File: config.mk
export PLATFORM = sky130hd
export DESIGN_NAME = dmem_access_ctrl
export DESIGN_NICKNAME = d
export VERILOG_FILES = /design/src/rtl/dmem_access_ctrl.sv
export SDC_FILE = /design/constraint.sdc
export NUM_CORES = 1
export LEC_CHECK = 0
export CAP_MARGIN = 20
export CORE_UTILIZATION = 40
export CTS_CLUSTER_DIAMETER = 80
export DETAILED_ROUTE_END_ITERATION = 16
export PLACE_DENSITY = 0.83
export REMOVE_ABC_BUFFERS = 1
export SYNTH_ARGS = -nofsm -noshare
export SYNTH_HDL_FRONTEND = slang
export SYNTH_SLANG_ARGS = --single-unit
File: constraint.sdc
create_clock -name clk -period 2.28 [get_ports clk]
set_input_delay 0.684 -clock clk [delete_from_list [all_inputs] [get_ports clk]]
set_output_delay 0.684 -clock clk [all_outputs]
set_load 0.02 [all_outputs]
File: src/rtl/dmem_access_ctrl.sv
// Data-memory access controller: turns M-stage load/store flags into a registered
// request handshake and stalls the pipeline until it completes. Optional macro: DMEM_TIMEOUT_EN.
module dmem_access_ctrl #(
  parameter int TIMEOUT_CYCLES = 255
) (
  input  logic        clk,
  input  logic        reset,
  input  logic        MemWriteM,
  input  logic [1:0]  ResultSrcM,
  input  logic [31:0] ALUResultM,
  input  logic [31:0] WriteDataM,
  input  logic        mem_ready,
  input  logic [31:0] mem_rdata,
  output logic        mem_req,
  output logic        mem_we,
  output logic [31:0] mem_addr,
  output logic [31:0] mem_wdata,
  output logic [31:0] ReadDataM,
  output logic        StallPipe,
  output logic        MemFault
);

  typedef enum logic [1:0] {
    IDLE   = 2'b00,
    ACCESS = 2'b01,
    DONE   = 2'b10
  } stateT;

  stateT       stateR, stateNextS;
  logic        accessS, isLoadS, stallS;
  logic        reqR, reqNextS;
  logic        weR, weNextS;
  logic        isLoadR, isLoadNextS;
  logic [31:0] addrR, addrNextS;
  logic [31:0] wdataR, wdataNextS;
  logic [31:0] rdataR, rdataNextS;

  assign accessS = MemWriteM | (ResultSrcM == 2'b01);
  // A combined store+load encoding is treated as a store: no read data is captured.
  assign isLoadS = ~MemWriteM & (ResultSrcM == 2'b01);

`ifdef DMEM_TIMEOUT_EN
  localparam int CNT_W = $clog2(TIMEOUT_CYCLES + 1);

  logic [CNT_W-1:0] waitCntR, waitCntNextS;
  logic             faultR, faultNextS;
  logic             timeoutS;

  // The final wait cycle is the one whose increment brings the count to the limit.
  assign timeoutS = (waitCntR == CNT_W'(TIMEOUT_CYCLES - 1));
`else
  logic unusedTimeoutS;
  assign unusedTimeoutS = (TIMEOUT_CYCLES == 32'sd0);
`endif

  // Next-state and next-output computation for the access FSM
  always_comb begin
    stateNextS  = stateR;
    reqNextS    = reqR;
    weNextS     = weR;
    isLoadNextS = isLoadR;
    addrNextS   = addrR;
    wdataNextS  = wdataR;
    rdataNextS  = rdataR;
    stallS      = 1'b0;
`ifdef DMEM_TIMEOUT_EN
    waitCntNextS = waitCntR;
    faultNextS   = faultR;
`endif
    case (stateR)
      IDLE: begin
        if (accessS) begin
          stateNextS  = ACCESS;
          reqNextS    = 1'b1;
          weNextS     = MemWriteM;
          isLoadNextS = isLoadS;
          addrNextS   = ALUResultM;
          wdataNextS  = WriteDataM;
          stallS      = 1'b1;
`ifdef DMEM_TIMEOUT_EN
          waitCntNextS = '0;
`endif
        end else begin
          reqNextS = 1'b0;
        end
      end
      ACCESS: begin
        stallS = 1'b1;
        if (mem_ready) begin
          stateNextS = DONE;
          reqNextS   = 1'b0;
          weNextS    = 1'b0;
          if (isLoadR) begin
            rdataNextS = mem_rdata;
          end else begin
            rdataNextS = rdataR;
          end
        end
`ifdef DMEM_TIMEOUT_EN
        else if (timeoutS) begin
          stateNextS   = DONE;
          reqNextS     = 1'b0;
          weNextS      = 1'b0;
          faultNextS   = 1'b1;
          waitCntNextS = waitCntR + CNT_W'(1);
          if (isLoadR) begin
            rdataNextS = 32'hDEAD_BEEF;
          end else begin
            rdataNextS = rdataR;
          end
        end else begin
          waitCntNextS = waitCntR + CNT_W'(1);
        end
`else
        else begin
          stateNextS = ACCESS;
        end
`endif
      end
      DONE: begin
        stateNextS = IDLE;
        reqNextS   = 1'b0;
      end
      default: begin
        stateNextS = IDLE;
        reqNextS   = 1'b0;
        weNextS    = 1'b0;
      end
    endcase
  end

  // State and registered-output update with synchronous reset
  always_ff @(posedge clk) begin
    if (reset) begin
      stateR  <= IDLE;
      reqR    <= 1'b0;
      weR     <= 1'b0;
      isLoadR <= 1'b0;
      addrR   <= 32'h0;
      wdataR  <= 32'h0;
      rdataR  <= 32'h0;
    end else begin
      stateR  <= stateNextS;
      reqR    <= reqNextS;
      weR     <= weNextS;
      isLoadR <= isLoadNextS;
      addrR   <= addrNextS;
      wdataR  <= wdataNextS;
      rdataR  <= rdataNextS;
    end
  end

`ifdef DMEM_TIMEOUT_EN
  // Wait counter and sticky fault flag
  always_ff @(posedge clk) begin
    if (reset) begin
      waitCntR <= '0;
      faultR   <= 1'b0;
    end else begin
      waitCntR <= waitCntNextS;
      faultR   <= faultNextS;
    end
  end

  assign MemFault = faultR;
`else
  assign MemFault = 1'b0;
`endif

  assign StallPipe = stallS & ~reset;
  assign mem_req   = reqR;
  assign mem_we    = weR;
  assign mem_addr  = addrR;
  assign mem_wdata = wdataR;
  assign ReadDataM = rdataR;

endmodule

Word level (Yosys, flattened, before mapping):

Cells that the tools add are included.

* muxes and demuxes: 9
* bitwise gates (word level): 6
* reductions and logical operators: 4
* eq/ne operators: 5

Operators by type and width (count)
* AND reduction 3 bit: 2
* equality test 2 x 1 -> 1 bit, second input constant: 2
* two-way mux 2 bit: 2
* inequality test 2 bit, second input constant: 2
* case mux 1 bit (2 select lines): 2
* case mux 2 bit (2 select lines): 1
* two-way mux 1 bit: 3
* NOT 1 bit: 3
* case mux 1 bit (3 select lines): 1
* AND 1 bit: 2
* equality test 2 bit, second input constant: 1
* zero test 2 bit: 1
* AND reduction 2 bit: 1
* bitwise OR 1 bit: 1

* register bits after elaboration: 101
* input bits: 102
* word-level logic and storage cells: 31

Longest topological paths before layout:

Gate-level depths: netlist of the first run.

* word-level depth: 5
* depth in mapped cells: 5

Worst setup path before layout of the first run:

OpenSTA, ideal clock, no wires.

* kind: input to output
* start: input ResultSrcM[0]
* end: output StallPipe
* path slack: 38 ps
* stages on the path: 5
* arrival time: 1558 ps
* buffers on the path: 2
* cells stage by stage: nor2b_1 -> o21a_2 -> buf_12 -> buf_8 -> o21a_1

* cells in the longest elaborated chain, start to end: 5

RTL lines
* start, declared: line 9 `input logic [1:0] ResultSrcM,`
* equality test 2 x 1 -> 1 bit: line 38 `assign accessS = MemWriteM | (ResultSrcM == 2'b01);`
* bitwise OR 1 bit: line 38
* two-way mux 1 bit: line 72 `if (accessS) begin`
* case mux 1 bit (2 select lines): line 70 `case (stateR)`
* AND 1 bit: line 170 `assign StallPipe = stallS & ~reset;`
* end, declared: line 19 `output logic StallPipe,`

No other way between the ends.

Final worst setup path of the first run:

Ends and elaborated chain as after synthesis.

==> results of run 1 <==
[final cells by class]
class | instances | area share (%)
Tap cell | 133 | 2.66
Multi-Input combinational cell | 308 | 28.3
Timing Repair Buffer | 209 | 33.6
Sequential cell | 101 | 32.3
Clock buffer | 12 | 2.32
Clock inverter | 4 | 0.760
Inverter | 2 | 0.120
[what timing repair did]
action,CTS,global route
setup endpoints to repair,65,0
hold buffers,0,0
gates resized for setup,11,0
[cells in the final DEF, fill, tap and decap left out, drive strengths merged]
cell type        n
dlygate4sd2      3
clkinv           2
o21a             2
o21ai            2
or2              1
inv              2
and4b            1
clkdlybuf4s50  195
or3b             1
a21boi           1
nor2             2
dfxtp          101
and2             1
nor4bb           1
nand2b          40
bufinv           1
o211a            1
a21oi           35
buf             11
conb             1
nor2b            1
clkbuf          12
nand2          152
nand4b           1
nor3             1
mux2i           64
clkinvlp         1
[kinds of logic (layout without fill, tap and decap cells)]
group	Yosys count	after routing	synth area share (%)
AOI/OAI and AO/OA	41	41	5.47
buffers and inverters	34	227	5.69
DFF	101	101	50.5
muxes	64	64	16.0
other	1	1	0.0936
and+or+nand+nor	202	202	22.3
[routing by layer]
| metal | up-vias | global-route usage (%) | share of wire, % |
|---|---|---|---|
| li1 | 1797 | - | - |
| met5 | - | 0 | 0 |
| met3 | 9 | 8.76 | 12 |
| met2 | 160 | 33.5 | 47 |
| met4 | 0 | 7.58 | 0.97 |
| met1 | 1626 | 21.3 | 40 |
[how the worst max path moves through the flow]
stage	from	to	slack, ps	cells past startpoint
after floorplan	ResultSrcM[0]	StallPipe	-820	3
after global placement	ResultSrcM[0]	StallPipe	-570	5
after detailed placement	ResultSrcM[0]	StallPipe	-580	5
after CTS	ResultSrcM[0]	StallPipe	50	5
after global routing	ResultSrcM[0]	StallPipe	20	5
final	ResultSrcM[0]	StallPipe	30	5
[registers in the layout, summed over array words and instances (netlist names)]
register / flops
isLoadR: 1
mem_wdata: 32
mem_req: 1
ReadDataM: 32
mem_we: 1
stateR: 2
mem_addr: 32
[through the flow]
| stage | worst slack, ps | setup TNS [ps] | hold slack [ps] | cell area, um2 |
|---|---|---|---|---|
| after floorplan | -819 | -11690 | 491 | 3780 |
| after detailed placement | -575 | -27360 | 447 | 6060 |
| final | 34.9 | 0 | 457 | 6260 |
| after global placement | -566 | -24850 | 441 | 6060 |
| after CTS | 49.2 | 0 | 460 | 6260 |
| after global routing | 18.2 | 0 | 477 | 6260 |
[power by group through the flow]
stage	logic (W)	registers [W]	clock network, W
floorplan	0.000255	0.00210	0
detailed placement	0.000859	0.00197	0
global placement	0.000842	0.00197	0
global route	0.000911	0.00195	0.00124
CTS	0.000864	0.00194	0.00116
finish	0.000855	0.00193	0.00112
[worst min-delay path: stages, from the launching register on]
cell and delay [ps]:
dfxtp_1 320, nand2_1 50, a21oi_1 50
==> summary.txt, run 1 <==
Synthesis
  • Top FF cell, synth: dfxtp_1
  • Post-synth top area share: 50.5%
  • Yosys top cell by area: dfxtp_1
  • Synth top cells by count: 152 x nand2_1, 101 x dfxtp_1, 64 x mux2i_1
  • Cell variety after synth: 28
  • Mapped Area: 0.00401 mm2
  • Top post-synthesis cells by area: dfxtp_1 50%, mux2i_1 16%, nand2_1 14%
  • Sequential area share after synthesis: 50.5%
  • EDFF count, synth: 0
  • Flops & latches, synth: 101
  • Synth warn: 0
  • Mean Syn Cell Area: 9.04 um2
  • Gate Count Post-Synth: 443
  • Asr flop ratio synth: 0%
  • Most common cell in the netlist: nand2_1

Worst hold path
  • Hold endpoint: ReadDataM[6]
  • Min-delay worst type: reg2reg
  • Worst hold start: ReadDataM[6]
  • Hold path depth: 2

Job
  • Max cap viols: 0

CTS
  • Sink Count: a little over 100
  • Clock transition at the registers of the reported paths: 90 ps
  • CTS tree: yes
  • TritonCTS buffer count: 9
  • Clk Latency, worst-skew pair: around 350 ps
  • Clk buf depth: 2
  • Postcts setup bufs: 0
  • Root Driver: clkbuf_8
  • CTS H-tree depth: 3

Timing
  • Worst Skew: 6.25 ps
  • Final Setup Violations: 0
  • Crit share post-route: 98.5%
  • Final hold violations: 0
  • FMAX: between 0.4 and 0.5 GHz
  • Slew @ Worst Pin: 1100 ps
  • Fin. max-slew vios: 0
  • RSZ-0062 raised after global routing: false
  • Fin crit period: about 2200 ps
  • Slew headroom: 26.8%

Setup path
  • Buf/Inv on CP: 2
  • Biggest cell delay along the critical path: approximately 240 ps
  • Kind of critical path: in2out
  • R2R cell count: 4
  • CP Launch Type: input port
  • R2R Setup Slk: between 200 and 300 ps
  • Crit-path max FO: 2
  • Worst reg2reg startpoint: stateR[1]
  • WP data required: 1600 ps
  • CP Capture Type: output pin
  • WP data arrival: 1560 ps
  • RR Endpoint: mem_wdata[11]
  • Slowest-stage cell, CP: dlygate4sd2_1
  • Crit-path cells: dlygate4sd2_1 > nor2b_4 > o21a_4 > o21a_1 > buf_6
  • Crit-path leading delay family: compound AO/OA/AOI/OAI gates

Floorplanning
  • Die Wd: about 100 um
  • Io pins: a little over 200
  • Initial Util: between 40% and 50%
  • Die height: 102 um
  • Core area: slightly below 0.01 mm2
  • Cell Rows: 36
  • Die Footprint: 0.0104 mm2

Cells and area
  • Share of cells above drive strength 1: about 4.6%
  • Area Overhead vs Synth: 56.2%
  • Fillers: 792
  • Final core utilization: 64.3%
  • N_diodes: 0
  • Area of the multi-input gates: 0.00177 mm2
  • Register area: 0.00202 mm2
  • Post-route insts no fill: 769
  • Number of nets in the layout: 733

Route
  • DRC viols: 0
  • Initial DRT Pass Iterations: 4
  • WL per Instance: 13.7 um
  • Routed vias: 3592
  • Iter 0 DRT Violations: 79
  • Via/cell ratio: 4.67
  • Post-route antenna net violation count: 0
  • Routed wire length: 10500 um

Power and ir drop
  • Cell Int Power: between 0.002 and 0.003 W
  • Clock power frac: 28.6%
  • Tot Pwr: 0.00391 W
  • Sequential share of power: a little under 50%
  • Net Sw Frac: 26.3%
  • Leak: approximately 2.4 nW
  • VDD IR max: 0.324 mV
  • Switching power: around 0.0010 W
  • Pwr dens: 624 mW/mm2
  • Logic pwr share: 21.9%

GRT
  • First-pass GRT wire length: approximately 16000 um
  • Largest net degree at the start of global routing: 77
  • Vias in the first global route: 3419
  • GRT overflow: 0
  • Gr usage total: 19.6%
  • Initial antenna violation count: 0

Placement
  • Placed cells: 753
  • Hpwl dp: 7700 um
  • Buffers on Ports: 200
  • Final GP Congestion: 0.763

Run status
  • Status: finished clean
Note: power is estimated with default switching activity, not from simulation.
==> run 2: changes to the inputs <==
- SKIP_CTS_REPAIR_TIMING: default -> 1
==> run 2 against run 1 <==
Against the previous run: total power about the same; flip-flop and latch count is the same; sequential share of layout area decreased by 0.058 points; via count is the same; clock skew about the same; first-iteration DRC count decreased by 3.8%; cell count is the same; fmax up 5.6%; largest power group unchanged.
==> summary.txt, run 2 (same netlist as run 1, synthesis figures left out) <==
GRT
  • Met1 Use GR: 21.2% (was 21.3%)
  • GRT Max-Usage Layer: met2 (unchanged)
  • Met2 Use GR: 33.6% (was 33.5%)
  • Met3 usage: 8.76% (unchanged)
  • Largest net degree at the start of global routing: 77 (unchanged)
  • Vias in the first global route: 3411 (was 3419)
  • Initial antenna violation count: 0 (unchanged)
  • Gr usage total: 19.6% (unchanged)
  • GRT overflow: 0 (unchanged)
  • First-pass GRT wire length: 15800 um (about the same)

Timing
  • Fin. max-slew vios: 0 (unchanged)
  • Final hold violations: 0 (unchanged)
  • Crit share post-route: 93.3% (was 98.5%)
  • Post-Route Setup TNS: 0 ps (unchanged)
  • Fin crit period: 2130 ps (was 2250 ps)
  • FMAX: 0.470 GHz (was 0.445 GHz)
  • Slew headroom: 26.4% (was 26.8%)
  • Slew @ Worst Pin: 1100 ps (about the same)
  • Setup ws final: 154 ps (was 34.9 ps)
  • RSZ-0062 raised after global routing: false (unchanged)
  • Final Setup Violations: 0 (unchanged)
  • Worst Skew: 5.87 ps (was 6.25 ps)

Cells and area
  • Final core utilization: 64.4% (was 64.3%)
  • Commonest non-fill, non-tap cell in the layout: clkdlybuf4s50_1 (unchanged)
  • Fillers: 791 (was 792)
  • Register area: 0.00202 mm2 (unchanged)
  • Number of nets in the layout: 733 (unchanged)
  • N_diodes: 0 (unchanged)
  • Design Area, Final: 0.00627 mm2 (was 0.00626 mm2)
  • Highest-count cells in the layout ignoring fill and taps: 195 x clkdlybuf4s50_1, 152 x nand2_1, 101 x dfxtp_1 (unchanged)
  • Share of cells above drive strength 1: 4.56% (unchanged)
  • Area Overhead vs Synth: 56.5% (was 56.2%)
  • Area of the multi-input gates: 0.00177 mm2 (unchanged)

Setup path
  • CP Launch Type: input port (unchanged)
  • R2R Setup Slk: 270 ps (was 280 ps)
  • R2R cell count: 4 (unchanged)
  • WP data arrival: 1440 ps (was 1560 ps)
  • WP data required: 1600 ps (about the same)
  • Crit-path max FO: 2 (unchanged)
  • CP Capture Type: output pin (unchanged)
  • Kind of critical path: in2out (unchanged)
  • RR Endpoint: mem_wdata[11] (unchanged)
  • Worst reg2reg startpoint: stateR[1] (unchanged)

Worst hold path
  • Worst hold start: ReadDataM[6] (unchanged)
  • Hold path depth: 2 (unchanged)
  • Min-delay worst type: reg2reg (unchanged)
  • Hold endpoint: ReadDataM[6] (unchanged)

Route
  • Via/cell ratio: 4.67 (unchanged)
  • Iter 0 DRT Violations: 76 (was 79)
  • Initial DRT Pass Iterations: 4 (unchanged)
  • Routed vias: 3592 (unchanged)
  • WL per Instance: 13.7 um (about the same)
  • Post-route antenna net violation count: 0 (unchanged)
  • DRC viols: 0 (unchanged)
  • Routed wire length: 10500 um (about the same)

CTS
  • Root Driver: clkbuf_8 (unchanged)
  • Clk buf depth: 2 (unchanged)
  • TritonCTS buffer count: 9 (unchanged)
  • Clk Latency, worst-skew pair: 350 ps (about the same)
  • CTS H-tree depth: 3 (unchanged)
  • Clock transition at the registers of the reported paths: 90 ps (about the same)
  • Sink Count: 101 (unchanged)
  • CTS tree: yes (unchanged)

Floorplanning
  • Core area: 0.00973 mm2 (unchanged)
  • Cell Rows: 36 (unchanged)
  • Die Wd: 102 um (unchanged)
  • Die height: 102 um (unchanged)
  • Initial Util: 41.2% (unchanged)
  • Die Footprint: 0.0104 mm2 (unchanged)
  • Io pins: 202 (unchanged)

Power and ir drop
  • VDD IR max: 0.324 mV (about the same)
  • Pwr dens: 624 mW/mm2 (about the same)
  • Tot Pwr: 0.00391 W (about the same)
  • Leak: 2.44 nW (was 2.42 nW)

Job
  • Max cap viols: 0 (unchanged)

Placement
  • Setup WS pre-CTS: -575 ps (unchanged)
  • Final GP Congestion: 0.763 (unchanged)
  • Hpwl dp: 7700 um (unchanged)
  • Buffers on Ports: 200 (unchanged)
  • Post-place instance area: 0.00606 mm2 (unchanged)

Run status
  • Status: finished clean (unchanged)
run 2: worst max-delay path, stage by stage:
cell and delay, ps:
dlymetal6s2s_1 130, nor2b_4 130, o21a_4 200, o21a_1 180
buf_6 130
run 2: worst max-delay path by stage:
| stage | startpoint | endpoint | slack, ps |
|---|---|---|---|
| 6_report | ResultSrcM[0] | StallPipe | 150 |
| 5_1_grt | stateR[1] | StallPipe | 130 |
| 4_1_cts | ResultSrcM[0] | StallPipe | -580 |
| 3_5_place_dp | ResultSrcM[0] | StallPipe | -580 |
| 3_3_place_gp | ResultSrcM[0] | StallPipe | -570 |
| 2_1_floorplan | ResultSrcM[0] | StallPipe | -820 |
run 2: power by group:
group          switching [W]  internal, W  total (W)
logic               0.000388     0.000470   0.000857
registers          0.0000599      0.00187    0.00193
clock network       0.000584     0.000536    0.00112
run 2: area by class of cell:
cell class,count,share of cell area (%)
clock buffers,12,2.32
flip-flops and latches,101,32.3
repair buffers,209,33.7
multi-input cells,308,28.2
clock inverters,4,0.758
well taps,133,2.65
inverters,2,0.120
run 2: per-layer routing:
layer  wire (um)  part of all wire [%]  up-vias
li1            -                     -     1794
met4         102                  0.97        0
met3        1300                    12        9
met5           0                     0        -
met1        4100                    39     1630
met2        5020                    48      159
run 2: metrics by stage:
step | hold WS (ps) | std cells
6_report | 456 | 769
2_1_floorplan | 491 | 411
3_5_place_dp | 447 | 753
5_1_grt | 477 | 769
3_3_place_gp | 441 | 753
4_1_cts | 460 | 769
